[src/rtl/dff_arb_pkg.sv]
// Shared types and default sizing for the round-robin shared-register writer.
package dff_arb_pkg;

  typedef enum logic {IDLE = 1'b0, WRITE = 1'b1} state_t;

  localparam int DEF_NREQ  = 4;
  localparam int DEF_WIDTH = 8;

endpackage

[src/rtl/dff_reg.sv]
// WIDTH-bit load-enabled register, asynchronously cleared to zero.
module dff_reg #(
  parameter int WIDTH = 8
) (
  input  logic             clk,
  input  logic             rst,
  input  logic             en,
  input  logic [WIDTH-1:0] d,
  output logic [WIDTH-1:0] q
);

  always_ff @(posedge clk or posedge rst) begin
    if (rst)     q <= '0;
    else if (en) q <= d;
  end

endmodule

[src/rtl/dff_write_arbiter.sv]
// Round-robin arbiter granting NREQ writers one at a time into a shared register.
// Define ARB_LOCK_EN to add a lock input that keeps the current winner in WRITE.
module dff_write_arbiter
  import dff_arb_pkg::*;
#(
  parameter int NREQ  = DEF_NREQ,
  parameter int WIDTH = DEF_WIDTH
) (
  input  logic                     clk,
  input  logic                     rst,
  input  logic [NREQ-1:0]          req,
  input  logic [NREQ*WIDTH-1:0]    wdata,
`ifdef ARB_LOCK_EN
  input  logic                     lock,
`endif
  output logic [NREQ-1:0]          gnt,
  output logic [WIDTH-1:0]         q,
  output logic                     q_valid,
  output logic [$clog2(NREQ)-1:0]  owner,
  output logic                     busy
);

  localparam int IW = $clog2(NREQ);
  localparam logic [NREQ-1:0] GNT_ONE = {{(NREQ-1){1'b0}}, 1'b1};

  state_t          state;
  logic [IW-1:0]   winner, rr_ptr, pick, sel;
  logic            hit, held, stay, load;
  int              idx;
  logic [WIDTH-1:0] slice [NREQ];

  for (genvar g = 0; g < NREQ; g++) begin : g_slice
    assign slice[g] = wdata[g*WIDTH +: WIDTH];
  end

  // First set request at or above rr_ptr, wrapping at NREQ.
  always_comb begin
    pick = '0;
    hit  = 1'b0;
    idx  = 0;
    sel  = '0;
    for (int k = 0; k < NREQ; k++) begin
      idx = int'(rr_ptr) + k;
      if (idx >= NREQ) idx = idx - NREQ;
      sel = IW'(idx);
      if (!hit && req[sel]) begin
        hit  = 1'b1;
        pick = sel;
      end
    end
  end

  assign held = req[winner];
`ifdef ARB_LOCK_EN
  assign stay = lock & held;
`else
  assign stay = 1'b0;
`endif
  assign load = (state == WRITE) && held;
  assign busy = (state == WRITE);

  always_ff @(posedge clk or posedge rst) begin
    if (rst) begin
      state   <= IDLE;
      gnt     <= '0;
      winner  <= '0;
      rr_ptr  <= '0;
      q_valid <= 1'b0;
      owner   <= '0;
    end else begin
      case (state)
        IDLE: begin
          if (hit) begin
            winner <= pick;
            gnt    <= GNT_ONE << pick;
            state  <= WRITE;
          end else begin
            gnt <= '0;
          end
        end
        WRITE: begin
          if (held) begin
            q_valid <= 1'b1;
            owner   <= winner;
          end
          // A locked winner keeps its grant; rr_ptr only moves on the final write.
          if (!stay) begin
            if (held) rr_ptr <= (winner == IW'(NREQ-1)) ? '0 : winner + 1'b1;
            gnt   <= '0;
            state <= IDLE;
          end
        end
        default: begin
          gnt   <= '0;
          state <= IDLE;
        end
      endcase
    end
  end

  dff_reg #(.WIDTH(WIDTH)) u_q (
    .clk (clk),
    .rst (rst),
    .en  (load),
    .d   (slice[winner]),
    .q   (q)
  );

endmodule

[config.mk]
export PLATFORM = sky130hd
export DESIGN_NAME = dff_write_arbiter
export DESIGN_NICKNAME = d
export VERILOG_FILES = /design/src/rtl/dff_arb_pkg.sv /design/src/rtl/dff_reg.sv /design/src/rtl/dff_write_arbiter.sv
export SDC_FILE = /design/constraint.sdc
export NUM_CORES = 1
export LEC_CHECK = 0
export CAP_MARGIN = 15
export CORE_MARGIN = 5
export CORE_UTILIZATION = 34
export DETAILED_ROUTE_END_ITERATION = 10
export PLACE_DENSITY = 0.67
export SLEW_MARGIN = 40
export SYNTH_ARGS = -nofsm -noshare
export SYNTH_HDL_FRONTEND = slang
export SYNTH_SLANG_ARGS = --single-unit
[constraint.sdc]
create_clock -name clk -period 1.8 [get_ports clk]
set_input_delay 0.36 -clock clk [delete_from_list [all_inputs] [get_ports clk]]
set_output_delay 0.36 -clock clk [all_outputs]
set_load 0.02 [all_outputs]
==> reports/results.ini <==
[global_routing]
use_met2_pct=24.42
grt-busiest-layer=met2
grt_pass1_vias=958
grt_pass1_wl_mm=4.429
grt_max_degree=21
grt_overflow=0
met3_usage_pct=4.047
met1_usage_pct=14.26
track_usage_pct=13.54
antenna_found_initial=0

[cells_and_area]
layout-drive-gt1-share_pct=21.17
diodes=0
multi_input_area_um2=569.3
final_nets=177
seqCellArea_um2=500.5
fill_cells=265
final_cells=181
final_util_pct=58.37
area_delta_synth_final_pct=62.26

[setup_path]
cp-start-kind=register
max_stage_delay_ns=0.62
crit_fanout=2
cp-end-kind=primary output
cp_data_required_time_ns=1.44
crit_family=buffers and inverters
crit_slowest_cell=clkdlybuf4s50_1
path_buf_inv=1
arrival_ns=1.30
critical_path.cell_chain=clkdlybuf4s50_1
path_class=reg2out

[yosys]
muxShareOfSynthArea_pct=38.19
syn_avg_cell_area_um2=15.17
yosysSeqAreaShare_pct=45.20
synth_seq_cells=20
netlist_area_mm2=0.001107
yosys.cell_types.count=26
synth_cells=73
synth-compound-area-share_pct=3.390
yosys-top-cells-area=dfrtp_1, mux4_1, mux2_4
synth_top_family_by_area=multiplexers
synth-simple-area-share_pct=8.701
yosysTopAreaCell=dfrtp_1
yosysWarnings=0
synth-xor-area-share_pct=0
synth-adder-area-share_pct=1.130
syn_nets=112
synth_top_area_share_pct=45.20

[power]
power_frac_seq_pct=30.4
pwr-share-clk_pct=13.7
peakVddDrop_mv=0.7678
p_comb_share_pct=55.9
p_leak_nw=0.7938
intPower_w=0.001767
switchingPower_w=0.0008808
power_density_mw_per_mm2=1474
switching_share_pct=33.26

[sta]
fin_crit_ns=1.662
rsz0062_at_grt=false
hold_viol_final=0
slew_viol_final=0
max_slew_margin_pct=77.42
clock_skew_ns=0.001699
layout_setup_ws_ns=0.1377
tightest_slew_ns=0.3356
holdWs_ns=0.3644
post-route-period-util_pct=92.35
setup_viol=0
fin_setup_tns_ns=0
fmax_mhz=601.6

[route]
firstDrtPassIters=4
viasPerCell=4.834
dr_total_vias=875
drc_errors=0
totalWireLength_mm=2.649
ant_nets=0
drt_iter0_drc=17
detail_route.wl_per_cell_um=14.64

[floorplan]
start_util_pct=35.98
core_mm2=0.003078
num_io_pins=54
die_w_um=67.07
floorplan.rows=20
die-height_um=67.07
die_area_mm2=0.004498

[placed_design]
place_ws_ns=-0.1509
dp_hpwl_mm=2.189
place_inst=177
io_buffers=53
gp_congestion=0.7436

[clock_network]
clock_sinks=20
cts_buffers=3
cts_root_buffer=clkbuf_4
htree_levels=1
cts_setup_buffers=0
clockBufferDepth=2
clock_latency_ns=0.30
path_clk_slew_ns=0.11
cts_tree=yes

[min_path]
hold_class=in2async

[run_status]
status=completed

[run]
cap_violations=0

## registers in the layout, indices dropped and copies added (netlist names)
signal   count
gnt          4
u_q.q        8
owner        2
busy         1
rr_ptr       2
q_valid      1
winner       2
## worst min-delay path, stage by stage
cell	delay (ns)
clkdlybuf4s50_1	0.39
inv_1	0.05
buf_4	0.25
## cells in the mapped netlist, drive strengths merged
cell    number
a211oi       1
a21oi        2
and3         1
and3b        2
buf          2
clkbuf       1
dfrtp       20
ha           1
inv          3
mux2        15
mux2i        1
mux4         8
nand2        4
nand3        1
nand3b       1
nor2         3
nor3b        1
nor4         2
o21ai        2
o2bb2a       1
or2          1
## power by group through the flow
stage / sequential, W / clock [W] / combinational [W]
CTS: 0.000812 / 0.000373 / 0.00151
finish: 0.000806 / 0.000363 / 0.00148
global placement: 0.000809 / 0 / 0.00147
detailed placement: 0.000812 / 0 / 0.00150
floorplan: 0.000948 / 0 / 0.000766
global route: 0.000834 / 0.000398 / 0.00159
## per-layer routing
layer / vias up / share of wire, %
met5: - / 0
met4: 0 / 2.0
met3: 5 / 7.2
met2: 33 / 54
met1: 424 / 37
li1: 413 / -
## cells by family after synthesis
family | after synthesis
AOI/OAI and AO/OA | 6
adders and majority gates | 1
buffers and inverters | 6
DFF | 20
muxes | 24
and+or+nand+nor | 16
## worst paths after layout
check / startpoint / to / slack, ns / cells past startpoint
worst max register to register: winner[0]$_DFFE_PP0P_ / u_q.q[7]$_DFFE_PP0P_ / 0.17 / 3
max in group asynchronous: rst / owner[1]$_DFFE_PP0P_ / 1.23 / 3
worst min register to register: q_valid$_DFFE_PP0P_ / q_valid$_DFFE_PP0P_ / 0.49 / 1
min in group clk: q_valid$_DFFE_PP0P_ / q_valid$_DFFE_PP0P_ / 0.49 / 1
worst min-delay path: rst / u_q.q[0]$_DFFE_PP0P_ / 0.36 / 3
worst max-delay path: u_q.q[0]$_DFFE_PP0P_ / q[0] / 0.14 / 1
## through the flow
step,power (W),area [um^2]
after floorplan,0.001714,1107
after global routing,0.002825,1797
after detailed placement,0.002314,1742
final,0.002648,1797
after CTS,0.002690,1794
after global placement,0.002281,1742
## cell usage in the layout (no fill, tap or decap)
cell	count
bufinv_16	1
and3b_1	2
nor2_1	3
nand3b_1	1
nor4_1	2
mux2_4	10
mux2_2	2
mux4_1	7
or2_1	1
and3_1	1
clkdlybuf4s50_1	52
o2bb2a_1	1
inv_1	3
mux4_2	1
o21ai_0	1
a211oi_1	1
a21oi_1	2
mux2i_1	1
mux2_1	3
ha_1	1
buf_4	10
dlymetal6s2s_1	1
nor3b_1	1
nand2_1	3
nand3_2	1
o21ai_1	1
nand2_2	1
dfrtp_1	20
clkbuf_4	3
## repair_timing
action                                  4_1_cts  5_1_grt
endpoints found under the setup margin        0        1
resized for setup                             0        1
hold buffers                                  0        0
## final cells by class
type	count	area share, %
repair buffers	63	33.84
multi-input cells	47	31.69
flip-flops and latches	20	27.86
well taps	44	3.064
clock inverters	1	1.671
clock buffers	3	1.253
inverters	3	0.6267
Power figures use the tool's default switching activity.
